File: config.mk
export PLATFORM = sky130hd
export DESIGN_NAME = reg_cmd_driver
export DESIGN_NICKNAME = d
export VERILOG_FILES = /design/src/rtl/reg_cmd_driver.sv
export SDC_FILE = /design/constraint.sdc
export NUM_CORES = 1
export LEC_CHECK = 0
export CELL_PAD_IN_SITES_DETAIL_PLACEMENT = 1
export CELL_PAD_IN_SITES_GLOBAL_PLACEMENT = 1
export CORE_MARGIN = 2
export CORE_UTILIZATION = 53
export CTS_BUF_LIST = sky130_fd_sc_hd__clkbuf_16
export DETAILED_ROUTE_END_ITERATION = 8
export DONT_BUFFER_PORTS = 1
export PLACE_DENSITY = 0.9
export SYNTH_ARGS = -nofsm -noshare
export SYNTH_HDL_FRONTEND = slang
export SYNTH_SLANG_ARGS = --single-unit
File: constraint.sdc
create_clock -name clk -period 4.48 [get_ports clk]
set_input_delay 0.896 -clock clk [delete_from_list [all_inputs] [get_ports clk]]
set_output_delay 0.896 -clock clk [all_outputs]
set_load 0.01 [all_outputs]
File: src/rtl/reg_cmd_driver.sv
// reg_cmd_driver: buffers register commands in a small FIFO, issues the matching
// one-hot control strobe to a 4-bit control register, keeps a golden model of
// the register and checks the register read-back against it.
module reg_cmd_driver #(
    parameter int DEPTH = 4,
    parameter int ERR_W = 8
) (
    input  logic             clk,
    input  logic             rst,
    input  logic             cmd_valid,
    output logic             cmd_ready,
    input  logic [2:0]       cmd_op,
    input  logic [3:0]       cmd_data,
    input  logic             cmd_bit,
    output logic             cl,
    output logic             ld,
    output logic             inc,
    output logic             dec,
    output logic             sr,
    output logic             ir,
    output logic             sl,
    output logic             il,
    output logic [3:0]       in,
    input  logic [3:0]       out,
    output logic             busy,
    output logic             cmp_done,
    output logic             err,
    output logic [ERR_W-1:0] err_cnt,
    output logic [3:0]       model,
    output logic             model_valid
);

    localparam int AW = (DEPTH > 1) ? $clog2(DEPTH) : 1;
    localparam int CW = AW + 1;

    localparam logic [2:0] OP_NOP = 3'd0;
    localparam logic [2:0] OP_CL  = 3'd1;
    localparam logic [2:0] OP_LD  = 3'd2;
    localparam logic [2:0] OP_INC = 3'd3;
    localparam logic [2:0] OP_DEC = 3'd4;
    localparam logic [2:0] OP_SR  = 3'd5;
    localparam logic [2:0] OP_SL  = 3'd6;
    localparam logic [2:0] OP_CHK = 3'd7;

    typedef enum logic [1:0] {
        ST_IDLE  = 2'd0,
        ST_ISSUE = 2'd1,
        ST_CHECK = 2'd2
    } state_t;

    // FIFO storage: entry = {op[2:0], data[3:0], bit}
    logic [7:0]       mem_q [DEPTH];
    logic [AW-1:0]    wr_ptr_q, wr_ptr_d;
    logic [AW-1:0]    rd_ptr_q, rd_ptr_d;
    logic [CW-1:0]    count_q, count_d;

    state_t           state_q, state_d;
    logic [2:0]       op_q, op_d;
    logic [3:0]       data_q, data_d;
    logic             bit_q, bit_d;

    logic             cl_q, cl_d, ld_q, ld_d, inc_q, inc_d, dec_q, dec_d;
    logic             sr_q, sr_d, sl_q, sl_d, ir_q, ir_d, il_q, il_d;
    logic [3:0]       in_q, in_d;
    logic [3:0]       model_q, model_d;
    logic             model_valid_q, model_valid_d;
    logic             cmp_done_q, cmp_done_d;
    logic             err_q, err_d;
    logic [ERR_W-1:0] err_cnt_q, err_cnt_d;

    logic             push_s, pop_s;
    logic [7:0]       head_s;
    logic [2:0]       head_op_s;
    logic [3:0]       head_data_s;
    logic             head_bit_s;
    logic [3:0]       expect_s;

    assign cmd_ready   = (count_q < CW'(DEPTH));
    assign push_s      = cmd_valid && cmd_ready;
    assign pop_s       = (state_q == ST_IDLE) && (count_q != {CW{1'b0}});
    assign head_s      = mem_q[rd_ptr_q];
    assign head_op_s   = head_s[7:5];
    assign head_data_s = head_s[4:1];
    assign head_bit_s  = head_s[0];
    assign expect_s    = (op_q == OP_CHK) ? data_q : model_q;

    assign cl          = cl_q;
    assign ld          = ld_q;
    assign inc         = inc_q;
    assign dec         = dec_q;
    assign sr          = sr_q;
    assign sl          = sl_q;
    assign ir          = ir_q;
    assign il          = il_q;
    assign in          = in_q;
    assign model       = model_q;
    assign model_valid = model_valid_q;
    assign cmp_done    = cmp_done_q;
    assign err         = err_q;
    assign err_cnt     = err_cnt_q;
    assign busy        = (count_q != {CW{1'b0}}) || (state_q != ST_IDLE);

    // FIFO pointer and occupancy bookkeeping; pointers wrap naturally (DEPTH is 2^AW)
    always_comb begin
        wr_ptr_d = wr_ptr_q;
        rd_ptr_d = rd_ptr_q;
        count_d  = count_q;
        if (push_s) begin
            wr_ptr_d = wr_ptr_q + 1'b1;
        end else begin
            wr_ptr_d = wr_ptr_q;
        end
        if (pop_s) begin
            rd_ptr_d = rd_ptr_q + 1'b1;
        end else begin
            rd_ptr_d = rd_ptr_q;
        end
        case ({push_s, pop_s})
            2'b10:   count_d = count_q + 1'b1;
            2'b01:   count_d = count_q - 1'b1;
            default: count_d = count_q;
        endcase
    end

    // FSM next state, strobe generation, golden-model update and read-back check
    always_comb begin
        state_d       = state_q;
        op_d          = op_q;
        data_d        = data_q;
        bit_d         = bit_q;
        cl_d          = 1'b0;
        ld_d          = 1'b0;
        inc_d         = 1'b0;
        dec_d         = 1'b0;
        sr_d          = 1'b0;
        sl_d          = 1'b0;
        in_d          = in_q;
        ir_d          = ir_q;
        il_d          = il_q;
        model_d       = model_q;
        model_valid_d = model_valid_q;
        cmp_done_d    = 1'b0;
        err_d         = err_q;
        err_cnt_d     = err_cnt_q;

        case (state_q)
            ST_IDLE: begin
                if (pop_s) begin
                    op_d   = head_op_s;
                    data_d = head_data_s;
                    bit_d  = head_bit_s;
                    // NOP is consumed here and never reaches ISSUE
                    if (head_op_s != OP_NOP) begin
                        state_d = ST_ISSUE;
                    end else begin
                        state_d = ST_IDLE;
                    end
                    // Strobes are registered so they are high exactly during ISSUE
                    case (head_op_s)
                        OP_CL:  cl_d  = 1'b1;
                        OP_LD:  begin
                            ld_d = 1'b1;
                            in_d = head_data_s;
                        end
                        OP_INC: inc_d = 1'b1;
                        OP_DEC: dec_d = 1'b1;
                        OP_SR:  begin
                            sr_d = 1'b1;
                            ir_d = head_bit_s;
                        end
                        OP_SL:  begin
                            sl_d = 1'b1;
                            il_d = head_bit_s;
                        end
                        default: cl_d = 1'b0;
                    endcase
                end else begin
                    state_d = ST_IDLE;
                end
            end
            ST_ISSUE: begin
                state_d = ST_CHECK;
                // Model follows the register at the same edge the strobe takes effect
                case (op_q)
                    OP_CL:  begin
                        model_d       = 4'd0;
                        model_valid_d = 1'b1;
                    end
                    OP_LD:  begin
                        model_d       = data_q;
                        model_valid_d = 1'b1;
                    end
                    OP_INC: model_d = model_q + 4'd1;
                    OP_DEC: model_d = model_q - 4'd1;
                    OP_SR:  model_d = {bit_q, model_q[3:1]};
                    OP_SL:  model_d = {model_q[2:0], bit_q};
                    default: model_d = model_q;
                endcase
            end
            ST_CHECK: begin
                state_d = ST_IDLE;
                // An unsynchronised model is only trusted for explicit CHK values
                if ((op_q == OP_CHK) || model_valid_q) begin
                    cmp_done_d = 1'b1;
                    if (out != expect_s) begin
                        err_d = 1'b1;
                        if (err_cnt_q != {ERR_W{1'b1}}) begin
                            err_cnt_d = err_cnt_q + 1'b1;
                        end else begin
                            err_cnt_d = err_cnt_q;
                        end
                    end else begin
                        err_d = err_q;
                    end
                end else begin
                    cmp_done_d = 1'b0;
                end
            end
            default: state_d = ST_IDLE;
        endcase
    end

    // FIFO storage write; contents need no reset since occupancy gates reads
    always_ff @(posedge clk) begin
        if (push_s) begin
            mem_q[wr_ptr_q] <= {cmd_op, cmd_data, cmd_bit};
        end
    end

    // State registers with synchronous reset
    always_ff @(posedge clk) begin
        if (rst) begin
            wr_ptr_q      <= {AW{1'b0}};
            rd_ptr_q      <= {AW{1'b0}};
            count_q       <= {CW{1'b0}};
            state_q       <= ST_IDLE;
            op_q          <= OP_NOP;
            data_q        <= 4'd0;
            bit_q         <= 1'b0;
            cl_q          <= 1'b0;
            ld_q          <= 1'b0;
            inc_q         <= 1'b0;
            dec_q         <= 1'b0;
            sr_q          <= 1'b0;
            sl_q          <= 1'b0;
            ir_q          <= 1'b0;
            il_q          <= 1'b0;
            in_q          <= 4'd0;
            model_q       <= 4'd0;
            model_valid_q <= 1'b0;
            cmp_done_q    <= 1'b0;
            err_q         <= 1'b0;
            err_cnt_q     <= {ERR_W{1'b0}};
        end else begin
            wr_ptr_q      <= wr_ptr_d;
            rd_ptr_q      <= rd_ptr_d;
            count_q       <= count_d;
            state_q       <= state_d;
            op_q          <= op_d;
            data_q        <= data_d;
            bit_q         <= bit_d;
            cl_q          <= cl_d;
            ld_q          <= ld_d;
            inc_q         <= inc_d;
            dec_q         <= dec_d;
            sr_q          <= sr_d;
            sl_q          <= sl_d;
            ir_q          <= ir_d;
            il_q          <= il_d;
            in_q          <= in_d;
            model_q       <= model_d;
            model_valid_q <= model_valid_d;
            cmp_done_q    <= cmp_done_d;
            err_q         <= err_d;
            err_cnt_q     <= err_cnt_d;
        end
    end

endmodule

==> metrics.yaml <==
status:
  status: "completed"
sta:
  worst_pin_slew_ps: 880
  period_minus_slack_ps: 2580
  setup_viol: 0
  timing.slew.headroom_pct: 40.9
  fmax_ghz: 0.387
  hold_viol: 0
  drv_slew: 0
  finalSetupTns_ps: 0
  rsz0062_at_grt: "false"
  fin_crit_sh_pct: 57.6
  fin_skew_ps: 9.64
global_route:
  grt_pass1_vias: 2501
  grt_pass1_wl_um: 12700
  track_usage_pct: 22.8
  antenna_found_initial: 0
  grt_start_max_net_pins: 42
  grt_overflow: 0
cts:
  clock_latency_ps: 330
  cts-buffers-inserted: 9
  hold_buffers: 0
  cts_resized: 0
  post_cts_buffers: 0
  clock_path_buffers: 2
  clkTransAtPathRegs_ps: 60
  root_buffer: "clkbuf_16"
  cts_tree: "built"
  clock-sinks: 78
  htree_levels: 3
drt:
  ant_nets: 0
  wl_per_cell_um: 19.8
  drtIter0Drc: 142
  drt-total-wl_um: 7730
  route.vias.total: 2297
  drtPass1Iterations: 5
  drc_errors: 0
  vias_per_cell: 5.89
cells_and_area:
  syn2layout_area_growth_pct: 9.18
  layout-drive-gt1-share_pct: 9.58
  regArea_sq_um: 1880
  final_cell_mix: "dfxtp_1, nor2_1, edfxtp_1"
  antenna_cells: 0
  nNetsFinal: 333
  fill_cells: 666
  final_common_cell: "dfxtp_1"
  multi_input_area_sq_um: 1480
placed_design:
  port_buffers: 0
  globalplace.congestion: 0.835
  dp_hpwl_um: 5050
worst_setup_path:
  worst_setup_path_start_kind: "flop"
  critical_path_required_ps: 4740
  cp_max_fo: 12
  crit_path_end_kind: "flop"
  cp.arrival_ps: 2840
  critPathKind: "flop to flop"
synth:
  ys.warnings.count: 0
  postSynthCellCount: 312
  synth_seq_area_share_pct: 54.1
  syn_area_per_cell_sq_um: 11.1
  synth_area_sq_um: 3480
  ys_types: 41
  synth_fp_nets: 337
  synth-seq-cells: 78
pwr:
  finalPower_uw: 2270
  p_leak_uw: 0.00132
  ir_drop_mv: 0.347
  pwr_density_cell_nw_per_um2: 598
floorplan:
  die-area_sq_um: 7220
  start_util_pct: 54.8
  ios: 44
  core_sq_um: 6350
  fp.dieH_um: 85.0
  row_count: 29
  fp.dieW_um: 85.0
min_path:
  hp-class: "flop to flop"
flow_run:
  cap_viol_max_count: 0
==> layer usage <==
| metal | vias up | share of wire (%) | global-route usage, % |
|---|---|---|---|
| li1 | 1083 | - | - |
| met1 | 1148 | 42 | 27.8 |
| met2 | 51 | 51 | 38.8 |
| met3 | 15 | 4.2 | 5.25 |
| met4 | 0 | 2.2 | 9.96 |
| met5 | - | 0 | 0 |
==> worst paths after layout <==
| kind | start | to | slack, ps | cells past startpoint |
|---|---|---|---|---|
| setup / recovery | count_q[2] | count_q[2] | 1900 | 9 |
| hold / removal | bit_q | bit_q | 490 | 2 |
| setup reg to reg | count_q[2] | count_q[2] | 1900 | 9 |
| hold reg to reg | bit_q | bit_q | 490 | 2 |
==> through the flow <==
step | setup slack, ps | std cells | utilization, % | area, sq um | hold slack (ps)
after floorplan | 2040 | 312 | - | 3480 | 449
after global routing | 1720 | 390 | 59.8 | 3800 | 505
after CTS | 1900 | 390 | 59.8 | 3800 | 490
after detailed placement | 1950 | 374 | 55.2 | 3510 | 485
after global placement | 2060 | 374 | 55.2 | 3510 | 463
final | 1900 | 390 | 59.8 | 3800 | 487
==> power breakdown <==
group / internal [uW] / total, uW / switching, uW
combinational: 232 / 558 / 325
sequential: 856 / 1010 / 152
clock: 426 / 705 / 279
==> Yosys cell counts, drive strengths merged <==
| cell type | instances | area [sq um] |
|---|---|---|
| nand4 | 1 | 6.26 |
| a21oi | 19 | 95.1 |
| and3 | 1 | 11.3 |
| fa | 2 | 40.0 |
| a2111oi | 3 | 82.6 |
| inv | 13 | 48.8 |
| a21o | 2 | 15.0 |
| xor2 | 5 | 43.8 |
| dfxtp | 46 | 921 |
| o31a | 1 | 8.76 |
| buf | 6 | 32.5 |
| xnor2 | 12 | 105 |
| a22oi | 3 | 22.5 |
| nand3b | 2 | 15.0 |
| or3 | 5 | 31.3 |
| edfxtp | 32 | 961 |
| nor2 | 44 | 165 |
| a31oi | 1 | 6.26 |
| o22a | 1 | 8.76 |
| nand2 | 31 | 116 |
| a211oi | 3 | 22.5 |
| o21ai | 7 | 35.0 |
| mux4 | 9 | 203 |
| nor4b | 2 | 17.5 |
| nand2b | 4 | 32.5 |
| o31ai | 1 | 7.51 |
| mux2i | 10 | 100 |
| nor4 | 2 | 12.5 |
| nand3 | 5 | 25.0 |
| nor2b | 9 | 56.3 |
| a2bb2oi | 2 | 17.5 |
| nor3 | 4 | 20.0 |
| clkbuf | 9 | 33.8 |
| o211a | 1 | 10.0 |
| mux2 | 2 | 22.5 |
| and2 | 4 | 25.0 |
| ha | 8 | 100 |
==> state kept, by name, indices dropped and copies added (netlist names), 2 cells and up, named ones only <==
name and count:
count_q 3, data_q 4, err_cnt 8, in 4
op_q 3, mem_q 32, state_q 2, wr_ptr_q 2
rd_ptr_q 2, model 4
==> cell families after synthesis <==
group,synth area share [%]
adder cells (fa/ha/maj),4.03
AND/OR/NAND/NOR,15.4
multiplexers,9.36
XOR/XNOR,4.28
flip-flops,54.1
AO/OA/AOI/OAI,9.54
buffers and inverters,3.31
==> cell type report <==
type / instances / share of cell area, %
clock buffer: 9 / 5.93
clock inverter: 7 / 1.68
inverter: 13 / 1.29
multi-input combinational: 206 / 39.0
sequential: 78 / 49.6
tap: 77 / 2.54
==> worst max-delay path: stages (launching register included) <==
cell and delay [ps]:
dfxtp_1 390, nor3_1 90, nand2b_1 340, inv_1 370, ha_1 260, inv_1 70
fa_1 370, xor2_1 170, or3_1 320, a21oi_1 140
Note: power is estimated with default switching activity, not from simulation.
